==> src/rtl/lane_mutate_ctrl_if.sv <==
// Gene source and destination handshakes of the lane mutation controller.
interface lane_mutate_ctrl_if #(
  parameter int unsigned GENE_SZ = 64
);
  logic               src_valid;
  logic [GENE_SZ-1:0] src_gene;
  logic               src_ready;
  logic               dst_valid;
  logic [GENE_SZ-1:0] dst_gene;
  logic               dst_ready;

  // Environment side: produces source genes, consumes destination genes.
  modport master (
    output src_valid, src_gene, dst_ready,
    input  src_ready, dst_valid, dst_gene
  );

  // Controller side.
  modport slave (
    input  src_valid, src_gene, dst_ready,
    output src_ready, dst_valid, dst_gene
  );
endinterface

==> src/rtl/lane_mutate_ctrl.sv <==
// Streams one genome pass through a mutation lane: credit-limited issue,
// lane return buffering in a fall-through FIFO, and pass completion tracking.
module lane_mutate_ctrl #(
  parameter int unsigned GENE_SZ    = 64,
  parameter int unsigned ATTR_SZ    = 8,
  parameter int unsigned CNT_W      = 10,
  parameter int unsigned FIFO_DEPTH = 8
) (
  input  logic               clk,
  input  logic               rst,
  input  logic               start,
  input  logic [CNT_W-1:0]   genome_len,
  input  logic [ATTR_SZ-1:0] node_del_prob_cfg,
  input  logic [ATTR_SZ-1:0] conn_del_prob_cfg,
  lane_mutate_ctrl_if.slave  bus,
  output logic [1:0]         lane_state,
  output logic [GENE_SZ-1:0] lane_gene_in,
  output logic               lane_in_valid,
  output logic [ATTR_SZ-1:0] node_del_prob,
  output logic [ATTR_SZ-1:0] conn_del_prob,
  output logic [ATTR_SZ-1:0] random,
  input  logic [GENE_SZ-1:0] lane_out,
  input  logic               lane_out_valid,
  input  logic [ATTR_SZ-1:0] lane_max,
  output logic               busy,
  output logic               done,
  output logic [ATTR_SZ-1:0] hidden_node_max,
  output logic               ovf_err
);

  localparam int unsigned AW = (FIFO_DEPTH > 1) ? $clog2(FIFO_DEPTH) : 1;
  localparam int unsigned CW = $clog2(FIFO_DEPTH) + 1;

  typedef enum logic [2:0] {S_IDLE, S_CONFIG, S_STREAM, S_DRAIN, S_DONE} state_t;

  state_t             state;
  logic [CNT_W-1:0]   len_q;
  logic [CNT_W-1:0]   issued;
  logic [CNT_W-1:0]   received;
  logic [CW-1:0]      credit;
  logic [AW-1:0]      wr_ptr;
  logic [AW-1:0]      rd_ptr;
  logic [CW-1:0]      count;
  logic [GENE_SZ-1:0] mem [FIFO_DEPTH];
  logic [15:0]        lfsr;

  logic fifo_empty_c, fifo_full_c, issue_c, pop_c, push_c, push_ok_c;
  logic last_issue_c, drain_done_c;

  // Handshake qualification and FIFO status.
  always_comb begin
    fifo_empty_c  = (count == '0);
    fifo_full_c   = (count == CW'(FIFO_DEPTH));
    bus.src_ready = (state == S_STREAM) && (credit != '0) && (issued < len_q);
    issue_c       = bus.src_valid && bus.src_ready;
    bus.dst_valid = !fifo_empty_c;
    bus.dst_gene  = mem[rd_ptr];
    pop_c         = bus.dst_valid && bus.dst_ready;
    // Lane returns only count while a pass is actually streaming or draining.
    push_c        = lane_out_valid && ((state == S_STREAM) || (state == S_DRAIN));
    push_ok_c     = push_c && (!fifo_full_c || pop_c);
    last_issue_c  = issue_c && (issued == len_q - CNT_W'(1));
    drain_done_c  = (received == len_q) &&
                    (fifo_empty_c || ((count == CW'(1)) && pop_c && !push_ok_c));
  end

  // Lane state, busy and done decoded from the state register.
  always_comb begin
    lane_state = 2'b00;
    busy       = 1'b0;
    done       = 1'b0;
    case (state)
      S_CONFIG: begin lane_state = 2'b01; busy = 1'b1; end
      S_STREAM: begin lane_state = 2'b10; busy = 1'b1; end
      S_DRAIN:  begin lane_state = 2'b11; busy = 1'b1; end
      S_DONE:   done = 1'b1;
      default:  ;
    endcase
  end

  assign random = lfsr[ATTR_SZ-1:0];

  // Pass FSM, counters, credit, lane issue register and error flag.
  always_ff @(posedge clk) begin
    if (rst) begin
      state           <= S_IDLE;
      len_q           <= '0;
      issued          <= '0;
      received        <= '0;
      credit          <= CW'(FIFO_DEPTH);
      node_del_prob   <= '0;
      conn_del_prob   <= '0;
      hidden_node_max <= '0;
      ovf_err         <= 1'b0;
      lane_gene_in    <= '0;
      lane_in_valid   <= 1'b0;
    end else begin
      lane_in_valid <= issue_c;
      if (issue_c) lane_gene_in <= bus.src_gene;
      if (issue_c) issued <= issued + CNT_W'(1);
      if (push_c) received <= received + CNT_W'(1);
      if (push_c && !push_ok_c) ovf_err <= 1'b1;
      case ({issue_c, pop_c})
        2'b10:   credit <= credit - CW'(1);
        2'b01:   credit <= credit + CW'(1);
        default: ;
      endcase
      case (state)
        S_IDLE: begin
          if (start) begin
            len_q         <= genome_len;
            node_del_prob <= node_del_prob_cfg;
            conn_del_prob <= conn_del_prob_cfg;
            issued        <= '0;
            received      <= '0;
            state         <= S_CONFIG;
          end
        end
        S_CONFIG: state <= (len_q != '0) ? S_STREAM : S_DONE;
        S_STREAM: if (last_issue_c) state <= S_DRAIN;
        S_DRAIN: begin
          if (drain_done_c) begin
            state           <= S_DONE;
            hidden_node_max <= lane_max;
          end
        end
        S_DONE:  state <= S_IDLE;
        default: state <= S_IDLE;
      endcase
    end
  end

  // FIFO pointers and occupancy.
  always_ff @(posedge clk) begin
    if (rst) begin
      wr_ptr <= '0;
      rd_ptr <= '0;
      count  <= '0;
    end else begin
      if (push_ok_c) wr_ptr <= wr_ptr + AW'(1);
      if (pop_c) rd_ptr <= rd_ptr + AW'(1);
      case ({push_ok_c, pop_c})
        2'b10:   count <= count + CW'(1);
        2'b01:   count <= count - CW'(1);
        default: ;
      endcase
    end
  end

  // FIFO storage; contents need no reset since occupancy gates visibility.
  always_ff @(posedge clk) begin
    if (push_ok_c) mem[wr_ptr] <= lane_out;
  end

  // Free-running Fibonacci LFSR, taps 16,14,13,11.
  always_ff @(posedge clk) begin
    if (rst) lfsr <= 16'hACE1;
    else     lfsr <= {lfsr[0] ^ lfsr[2] ^ lfsr[3] ^ lfsr[5], lfsr[15:1]};
  end

endmodule
==> src/flat_wrapper.sv <==
// flat-port wrapper written by rule: the top's interface ports become plain ports
module lane_mutate_ctrl_flat 
#(
  parameter int unsigned GENE_SZ    = 64,
  parameter int unsigned ATTR_SZ    = 8,
  parameter int unsigned CNT_W      = 10,
  parameter int unsigned FIFO_DEPTH = 8
)
  (clk, rst, start, genome_len, node_del_prob_cfg, conn_del_prob_cfg, lane_state, lane_gene_in, lane_in_valid, node_del_prob, conn_del_prob, random, lane_out, lane_out_valid, lane_max, busy, done, hidden_node_max, ovf_err, bus_src_valid, bus_src_gene, bus_dst_ready, bus_src_ready, bus_dst_valid, bus_dst_gene);
  lane_mutate_ctrl_if #(.GENE_SZ(GENE_SZ)) bus_i ();
  input  logic clk;
  input  logic rst;
  input  logic start;
  input  logic [CNT_W-1:0] genome_len;
  input  logic [ATTR_SZ-1:0] node_del_prob_cfg;
  input  logic [ATTR_SZ-1:0] conn_del_prob_cfg;
  output logic [1:0] lane_state;
  output logic [GENE_SZ-1:0] lane_gene_in;
  output logic lane_in_valid;
  output logic [ATTR_SZ-1:0] node_del_prob;
  output logic [ATTR_SZ-1:0] conn_del_prob;
  output logic [ATTR_SZ-1:0] random;
  input  logic [GENE_SZ-1:0] lane_out;
  input  logic lane_out_valid;
  input  logic [ATTR_SZ-1:0] lane_max;
  output logic busy;
  output logic done;
  output logic [ATTR_SZ-1:0] hidden_node_max;
  output logic ovf_err;
  input wire logic [$bits(bus_i.src_valid)-1:0] bus_src_valid;
  input wire logic [$bits(bus_i.src_gene)-1:0] bus_src_gene;
  input wire logic [$bits(bus_i.dst_ready)-1:0] bus_dst_ready;
  output wire logic [$bits(bus_i.src_ready)-1:0] bus_src_ready;
  output wire logic [$bits(bus_i.dst_valid)-1:0] bus_dst_valid;
  output wire logic [$bits(bus_i.dst_gene)-1:0] bus_dst_gene;
  assign bus_i.src_valid = bus_src_valid;
  assign bus_i.src_gene = bus_src_gene;
  assign bus_i.dst_ready = bus_dst_ready;
  assign bus_src_ready = bus_i.src_ready;
  assign bus_dst_valid = bus_i.dst_valid;
  assign bus_dst_gene = bus_i.dst_gene;
  lane_mutate_ctrl #(.GENE_SZ(GENE_SZ), .ATTR_SZ(ATTR_SZ), .CNT_W(CNT_W), .FIFO_DEPTH(FIFO_DEPTH)) u_core (.clk(clk), .rst(rst), .start(start), .genome_len(genome_len), .node_del_prob_cfg(node_del_prob_cfg), .conn_del_prob_cfg(conn_del_prob_cfg), .bus(bus_i), .lane_state(lane_state), .lane_gene_in(lane_gene_in), .lane_in_valid(lane_in_valid), .node_del_prob(node_del_prob), .conn_del_prob(conn_del_prob), .random(random), .lane_out(lane_out), .lane_out_valid(lane_out_valid), .lane_max(lane_max), .busy(busy), .done(done), .hidden_node_max(hidden_node_max), .ovf_err(ovf_err));
endmodule
==> config.mk <==
export PLATFORM = sky130hd
export DESIGN_NAME = lane_mutate_ctrl_flat
export DESIGN_NICKNAME = d
export VERILOG_FILES = /design/src/rtl/lane_mutate_ctrl_if.sv /design/src/rtl/lane_mutate_ctrl.sv /design/src/flat_wrapper.sv
export SDC_FILE = /design/constraint.sdc
export NUM_CORES = 1
export LEC_CHECK = 0
export CORE_ASPECT_RATIO = 2
export CORE_MARGIN = 5
export CORE_UTILIZATION = 50
export DETAILED_ROUTE_END_ITERATION = 10
export PLACE_DENSITY = 0.73
export SYNTH_ARGS = -nofsm -noshare
export SYNTH_HDL_FRONTEND = slang
export SYNTH_SLANG_ARGS = --single-unit
==> constraint.sdc <==
create_clock -name clk -period 11.55 [get_ports clk]
set_input_delay 3.465 -clock clk [delete_from_list [all_inputs] [get_ports clk]]
set_output_delay 3.465 -clock clk [all_outputs]
set_load 0.005 [all_outputs]
==> flow_results.org, run 1 <==
** Floorplanning
- The floorplan step set the die width to 172 um.
- The die covers 57,200 sq um.
- Number of placement rows :: 118
- Initial standard-cell utilization of the core :: 0.504
- In this run the vertical extent of the chip is 333 um.
- Pin placement for this block handled 336 I/O pins.
- The floorplan step defined a core boundary enclosing 51,800 sq um.

** Power and ir drop
- IR analysis of the VDD net gives a maximum drop of 0.151 mV.
- Summed over all cells, the static leakage comes to 10.1 nW.
- Cell-internal power :: 4.23 mW
- Sequential Power Share :: 0.490
- Power spread over the standard cell area amounts to 173 nW/um^2.
- Logic gate share of total power :: 0.161
- Clock network power share :: 0.348
- Of the total power, the share spent switching nets is 0.232.
- Net Sw Power :: 1.28 mW

** Finish
- Area taken by multi-input logic gates :: 7110 sq um
- Number of standard cells in the layout, taps in and fillers out :: 2,587
- Area growth syn-to-layout :: 22.0%
- Net count, final :: 2,070
- In the final layout, the share of cells above drive strength 1 is 0.170.
- After filler insertion, the fill cell instance count of the layout stands at 3,776.
- In the final layout, flip-flops and latches occupy 18,500 sq um.

** Worst setup path
- The cell family contributing the most delay on the critical path is buffers and inverters.
- Worst Path Max Fanout :: 75
- STA classifies the critical path endpoint as a primary output.
- The critical path crosses 4 cells after its start point.
- Worst Path Required :: 8.09 ns
- The startpoint identified for the worst register-to-register timing path is u_core.len_q[5]$_SDFFE_PP0P_.
- STA classifies the critical path startpoint as a flop.
- STA puts the critical path data arrival time at 3.71 ns.
- Type of the worst setup path :: flop to primary output
- The slowest stage of the critical path is the sky130_fd_sc_hd__dfxtp_4 cell.
- For the worst flop-to-flop path, the logic depth is 15.
- For flop-to-flop paths, the worst setup slack is 7.64 ns.
- Buffers plus inverters on the worst setup path :: 2
- Delay contributed by the slowest stage of the critical path :: 1.11 ns
- Ordered list of cells on the worst path :: buf_4 -> mux4_2 -> mux2_2 -> clkdlybuf4s50_1

** Global route
- Largest net degree at the start of global routing :: 77
- Via count of the first global-routing pass :: 16.0k
- In the global route stage, overall resource usage came out at 0.205.
- The first global-routing pass estimated 90,900 um of wire.
- The number of antenna violations at the first check in global routing is 3.
- Total gr overflow :: 0

** Clock network
- After clock tree synthesis, the setup repair step added 0 buffers.
- Clock sink count :: 668
- The number of gates resized after CTS was 0.
- Hold bufs inserted after CTS :: 0
- CTS clock-pin slew for the worst setup and hold paths :: 0.06 ns
- The clock passes through at most 3 buffers.
- Number of CTS-inserted buffers :: 56
- Clock latency on the worst-skew pair :: 0.60 ns
- Buffer cell driving the clock tree root :: sky130_fd_sc_hd__clkbuf_16
- Count of H-tree levels built during CTS :: 2
- TritonCTS clock tree :: yes

** Yosys
- Sequential fraction of the synthesis area :: 0.708
- Number of synthesis warnings :: 0
- Synthesized net count :: 1,769
- After synthesis, the mean cell area works out to 16.6 sq um.
- Register bit count reported by yosys :: 668
- In this run the cell area of the synthesized design comes to 26,100 sq um.
- Yosys mapped a number of flops with a built-in enable equal to 512.
- Of all flip-flops after synthesis, the portion carrying an async set or reset was 0.
- Gate count after technology mapping :: 1,578
- Unique masters post-synth :: 65
- Most instantiated flip-flop cell in the synthesis netlist :: sky130_fd_sc_hd__edfxtp_1

** Route
- The pre-antenna-repair detailed-routing pass consisted of 5 iterations.
- Dividing the detail-routed wire length by the instance count gives 22.7 um.
- After the first detailed-routing iteration, the DRC count stood at 781.
- The routed design has 58,600 um of wire.
- Detailed routing inserted a total of 14.8k vias.
- DR vias/cell :: 5.72
- Once detail routing completed, the nets flagged for antenna violations numbered 0.
- In the routed design, unresolved DRC markers number 0.

** Place
- Routability-driven placement finished with a final weighted congestion of 0.860.
- Once detailed placement completed, the half-perimeter wirelength came to 36,000 um.
- Including well taps, the total number of placed cells is 2,481.
- Buffers placed on the I/O ports in this run total 335.

** Timing
- Setup repair after global routing left no endpoint under its margin.
- The total count of hold-check failures in the final report came to 0.
- Worst clock skew :: 0.0174 ns
- Total negative slack for setup checks :: 0 ns
- Relative slew margins :: 0.212
- Share of the cycle needed by the critical path after routing :: 0.621
- The worst path needs 7.17 ns of the cycle, external delays included.
- Endpoints failing setup :: 0
- Static timing analysis puts the maximum clock frequency at 139 MHz.
- The final number of max-transition violations is 0.
- Slew @ Worst Pin :: 1.18 ns

** Run status
- Result of the run :: complete, no violations

** Worst hold path
- Worst min path class :: flop to flop
- Worst hold path startpoint :: u_core.lfsr[11]$_SDFF_PP1_
- Hold depth :: 1

** Run
- Max-cap violations in this run came to 0.
-- cell usage after synthesis (all sizes together) (2+ instances only) --
library cell,count,area share
a21o,2,0.00057
and3,9,0.0022
buf,37,0.0092
nand2b,4,0.00096
a21oi,115,0.022
a41o,2,0.00077
a221oi,2,0.00067
xor2,17,0.0057
or4,6,0.0017
nand4,11,0.0026
mux2,64,0.028
mux2i,4,0.0015
edfxtp,512,0.59
or4b,2,0.00091
nand2,83,0.012
ha,22,0.011
or3,4,0.00096
nand3,82,0.016
and4,3,0.0010
inv,18,0.0026
o21ai,83,0.016
a211oi,4,0.0013
nor4,5,0.0020
nor2,39,0.0056
a31oi,2,0.00048
nor2b,10,0.0024
nor3,10,0.0019
mux4,128,0.11
o31ai,6,0.0017
or2,10,0.0024
dfxtp,156,0.12
clkbuf,73,0.010
nor4bb,2,0.00077
and2,6,0.0014
nor4b,2,0.00091
xnor2,24,0.0080
o2111ai,2,0.00067
-- metrics by stage --
| step | hold WS [ns] | power (mW) | cell area (sq um) | utilization | setup slack [ns] |
|---|---|---|---|---|---|
| global placement | 0.403 | 3.63 | 30000 | 0.579 | 4.85 |
| global route | 0.434 | 5.74 | 31900 | 0.615 | 4.06 |
| detailed placement | 0.398 | 3.65 | 30000 | 0.579 | 4.84 |
| floorplan | 0.389 | 3.28 | 26100 | - | 0.754 |
| CTS | 0.418 | 5.58 | 31900 | 0.615 | 4.20 |
| finish | 0.412 | 5.50 | 31900 | 0.615 | 4.38 |
-- flip-flops by register name, summed over array words and instances, names as in the netlist, 10 cells and up, named ones only --
signal,flops
u_core.issued,10
u_core.len_q,10
u_core.lfsr,16
u_core.received,10
u_core.mem,512
u_core.lane_gene_in,64
-- cells in the final DEF, fill, tap and decap left out, types with 6 or more instances in the layout --
cell type | netlist | routed
sky130_fd_sc_hd__nand4_1 | 11 | 11
sky130_fd_sc_hd__clkbuf_1 | 73 | 13
sky130_fd_sc_hd__buf_4 | 12 | 19
sky130_fd_sc_hd__edfxtp_1 | 512 | 512
sky130_fd_sc_hd__ha_1 | 22 | 22
sky130_fd_sc_hd__clkbuf_16 | 0 | 56
sky130_fd_sc_hd__mux4_2 | 128 | 128
sky130_fd_sc_hd__or2_2 | 10 | 10
sky130_fd_sc_hd__xnor2_1 | 24 | 24
sky130_fd_sc_hd__dfxtp_1 | 156 | 153
sky130_fd_sc_hd__nor3_1 | 10 | 6
sky130_fd_sc_hd__and3_1 | 9 | 9
sky130_fd_sc_hd__clkinv_1 | 0 | 11
sky130_fd_sc_hd__bufinv_16 | 0 | 9
sky130_fd_sc_hd__nor2_1 | 39 | 36
sky130_fd_sc_hd__clkinv_2 | 0 | 11
sky130_fd_sc_hd__clkdlybuf4s50_1 | 0 | 334
sky130_fd_sc_hd__inv_1 | 18 | 18
sky130_fd_sc_hd__o21ai_0 | 82 | 82
sky130_fd_sc_hd__a21oi_1 | 115 | 115
sky130_fd_sc_hd__mux2_2 | 64 | 64
sky130_fd_sc_hd__nand3_1 | 82 | 82
sky130_fd_sc_hd__nand2_1 | 82 | 82
sky130_fd_sc_hd__xor2_1 | 17 | 17
sky130_fd_sc_hd__or4_1 | 6 | 6
sky130_fd_sc_hd__nor2b_1 | 10 | 10
-- metal layers --
metal | track usage | share of wire | up-vias
li1 | - | - | 6726
met3 | 0.0503 | 0.070 | 76
met5 | 0 | 0 | -
met4 | 0.0494 | 0.022 | 0
met1 | 0.235 | 0.36 | 7544
met2 | 0.379 | 0.55 | 461
-- final timing paths --
path,end
worst max-delay path,bus_dst_gene[30]
worst min-delay path,u_core.lfsr[10]$_SDFF_PP1_
worst max register to register,u_core.credit[3]$_SDFFE_PP1P_
worst min register to register,u_core.lfsr[10]$_SDFF_PP1_
-- power by group through the flow --
stage                     logic (mW)  clock network [mW]  registers (mW)
after CTS                      0.909                1.97            2.70
after floorplan                0.585                   0            2.70
final                          0.888                1.92            2.70
after detailed placement       0.902                   0            2.75
after global routing           0.968                2.07            2.71
after global placement         0.883                   0            2.75
-- area by class of cell --
cell class | instances | area share
antenna | 2 | 0.000157
clock buffer | 69 | 0.0455
clock inverter | 35 | 0.0128
inverter | 18 | 0.00212
multi-input combinational | 782 | 0.223
sequential | 668 | 0.581
tap | 660 | 0.0259
timing repair buffer | 353 | 0.109
-- kinds of logic (layout without fill, tap and decap cells) --
family	after synthesis	count (layout)	share of synthesized area
AO/OA/AOI/OAI	230	230	0.0481
XOR/XNOR	41	41	0.0137
multiplexers	196	196	0.140
adder cells (fa/ha/maj)	23	23	0.0113
flip-flops	668	668	0.708
buffers and inverters	128	475	0.0222
AND/OR/NAND/NOR	292	292	0.0568
other	0	2	0
No activity file was read; power rests on OpenSTA's default activity.
==> run 2: changes to the inputs <==
- clock period: 11.55 -> 7.2 ns (I/O delays scaled with it)
==> flow_results.org, run 2 (synthesized netlist as in run 1, its figures left out) <==
** Finish
- The library cells used most frequently in the layout, excluding fill and tap cells, are sky130_fd_sc_hd__edfxtp_1 (512), sky130_fd_sc_hd__clkdlybuf4s50_1 (334), sky130_fd_sc_hd__dfxtp_1 (153).
- Leaving out fill and tap cells, the most frequent cell in the layout is sky130_fd_sc_hd__edfxtp_1.
- Top reg by flops :: u_core.mem
- Fraction of final layout cells sized beyond drive strength 1 :: 0.175 (+0.00538)
- The cell area after layout came to 31,900 sq um (+0.16%).
- Compared with the post-synthesis result, the final layout area differs by 22.2%.
- Net count, final :: 2,069 (-0.048%)
- The largest registers in the layout are u_core.mem: 512 flops, u_core.lane_gene_in: 64 flops, u_core.lfsr: 16 flops.
- The number of flip-flops in the largest register came to 512 (unchanged).

** Floorplanning
- Width of the die :: 172 um (unchanged)
- I/O pin count :: 336 (unchanged)
- Die Y-Extent :: 333 um (unchanged)
- Core Area :: 51,800 sq um (unchanged)
- The overall die area was 57,200 sq um (unchanged).
- Initial standard-cell utilization of the core :: 0.504 (unchanged)
- Number of placement rows :: 118 (unchanged)

** Worst setup path
- Worst r2r dst :: u_core.credit[3]$_SDFFE_PP1P_
- Nature of the critical path startpoint :: flop
- The total buffers and inverters traversed by the critical path came to 2 (unchanged).
- Worst reg-to-reg path cell count :: 15 (unchanged)
- Type of the worst setup path :: flop to primary output
- The worst setup path is captured at a primary output.
- Slowest CP cell :: sky130_fd_sc_hd__dfxtp_4
- FF-to-FF Start :: u_core.len_q[7]$_SDFFE_PP0P_
- Delay contributed by the slowest stage of the critical path :: 0.95 ns (-0.16 ns)
- Data arrival time of the critical path :: 3.32 ns (-0.39 ns)
- Ordered list of cells on the worst path :: buf_4 -> mux4_2 -> mux2_2 -> clkdlybuf4s50_1
- The setup slack of the most critical reg-to-reg path was 3.17 ns (-4.47 ns).
- The required time of the worst setup path was 5.04 ns (-3.05 ns).
- The maximum fanout along the worst path is 64 (-15%).
- Cell family with most CP delay :: buffers and inverters

** Global route
- The global-route total usage across every layer is 0.204 (-0.000780).
- Antenna violations before repair :: 8 (+5)
- The via count of the first global-routing pass is 16.0k (+0.16%).
- The first-pass GRT wire length came to 90,100 um (-0.95%).
- The total grt overflow came to 0 (unchanged).
- The largest net degree at the start of global routing was 129 (+68%).

** Timing
- The transition time at the pin with the least slew margin was 1.16 ns (-0.0211 ns).
- The worst path in the final design needs a cycle of 5.48 ns, including I/O delays and setup.
- Total negative slack for setup checks :: 0 ns (unchanged)
- Share of the cycle needed by the critical path after routing :: 0.761
- The final number of max-transition violations came to 0 (unchanged).
- The final worst hold slack came to 0.413 ns (+0.000243 ns).
- Endpoints failing setup :: 0 (unchanged)
- Unrepaired setup endpoints after global routing :: false
- The final critical-path setup slack was 1.72 ns (-2.66 ns).
- The headroom to the max-slew limit was 0.224 (+0.0120).
- Number of failing hold endpoints at the final stage :: 0 (unchanged)
- Worst clock skew :: 0.0187 ns (+0.00126 ns)
- Static timing analysis puts the maximum clock frequency at 182 MHz.

** Power and ir drop
- The leakage power summed over all cells is 10.0 nW (-0.23%).
- The total power divided by cell area was 274 nW/um^2 (+59%).
- The maximum ir drop on the vdd rail is 0.215 mV (+42%).

** Run status
- Result of the run :: complete, no violations

** Place
- The HPWL after detailed placement was 36,800 um (+2.2%).
- The final weighted congestion of routability-driven global placement came to 0.836 (-2.7%).
- Pre-CTS worst setup slack :: 2.20 ns (-2.64 ns)
- The number of I/O port buffers was 335 (unchanged).
- The placed instance area came to 30,100 sq um (+0.28%).

** Clock network
- The CTS sink count came to 668 (unchanged).
- TritonCTS clock tree :: yes
- PostCTS Resize Cnt :: 0 (unchanged)
- Clock latency on the worst-skew pair :: 0.62 ns (+0.02 ns)
- The H-tree depth reported by CTS was 2 (unchanged).
- The clock-pin transition on the worst setup and hold timing paths was 0.07 ns (about the same).
- The clock buffer count from CTS came to 54 (-3.6%).
- The number of hold-repair buffers added at the cts stage came to 0 (unchanged).
- Post-CTS Setup Repair Bufs :: 0 (unchanged)
- Maximum number of buffers from clock root to sink :: 3 (unchanged)
- Buffer cell driving the clock tree root :: sky130_fd_sc_hd__clkbuf_16

** Route
- Drt drc :: 0 (unchanged)
- Final routed wirelength across all metal layers :: 59,100 um (+0.81%)
- Number of detailed-routing iterations run before antenna repair :: 5 (unchanged)
- WL per Instance :: 22.9 um (+0.85%)
- The per-cell via count in the routed design came to 5.73 (+0.17%).
- The number of nets with antenna violations after routing came to 0 (unchanged).
- The DRC marker count from the first detailed-route iteration was 853 (+9.2%).
- Overall via count from detail_route :: 14.8k (+0.13%)

** Run
- Maximum capacitance violations :: 0 (unchanged)

** Worst hold path
- Worst hold path startpoint :: u_core.lfsr[8]$_SDFF_PP0_
- Hold depth :: 1 (unchanged)
- The tightest min-delay check is of the flop to flop type.
- The worst hold path terminates at u_core.lfsr[7]$_SDFF_PP1_.
run 2: worst max path at each step:
| stage | startpoint | to | cells after the start |
|---|---|---|---|
| after detailed placement | lane_out_valid | u_core.mem[4][35]$_DFFE_PP_ | 6 |
| after global routing | flop | bus_dst_gene[18] | 4 |
| after global placement | lane_out_valid | u_core.mem[4][37]$_DFFE_PP_ | 6 |
| after floorplan | bus_dst_ready | u_core.mem[2][0]$_DFFE_PP_ | 5 |
| after CTS | flop | bus_dst_gene[43] | 4 |
| final | flop | bus_dst_gene[51] | 4 |
run 2: metrics by stage:
| step | power (mW) | std cells | util |
|---|---|---|---|
| after floorplan | 5.26 | 1578 | - |
| after global placement | 5.85 | 2482 | 0.580 |
| after detailed placement | 5.87 | 2482 | 0.580 |
| after CTS | 8.88 | 2583 | 0.616 |
| after global routing | 9.13 | 2584 | 0.616 |
| final | 8.76 | 2586 | 0.616 |
run 2: routing by layer:
metal,vias up,share of wire,global-route usage,wire (um)
met5,-,0.0013,0,74
met4,10,0.038,0.0764,2270
met3,119,0.076,0.0522,4470
met2,537,0.54,0.371,31600
met1,7435,0.35,0.226,20700
li1,6725,-,-,-
run 2: layout make-up:
type	instances	area, sq um
fillers	3762	19900
clock buffers	61	1380
flip-flops and latches	668	18500
repair buffers	354	3560
well taps	660	826
inverters	18	67.6
diodes	3	7.51
clock inverters	40	445
multi-input cells	782	7120
run 2: worst reg2reg max path, delay by kind of cell (launching register included):
kind            cells  cell delay (ns)
fa+ha+maj           3             0.78
simple gates        4             0.79
flops               1             0.48
xor+xnor            1             0.10
compound gates      4             0.94
buf+inv             3             0.86
run 2: power by group:
part           total [mW]  switching (mW)  internal, mW
Clock                3.00            1.35          1.65
Sequential           4.29          0.0804          4.21
Combinational        1.47           0.654         0.820
Total                8.76            2.08          6.67
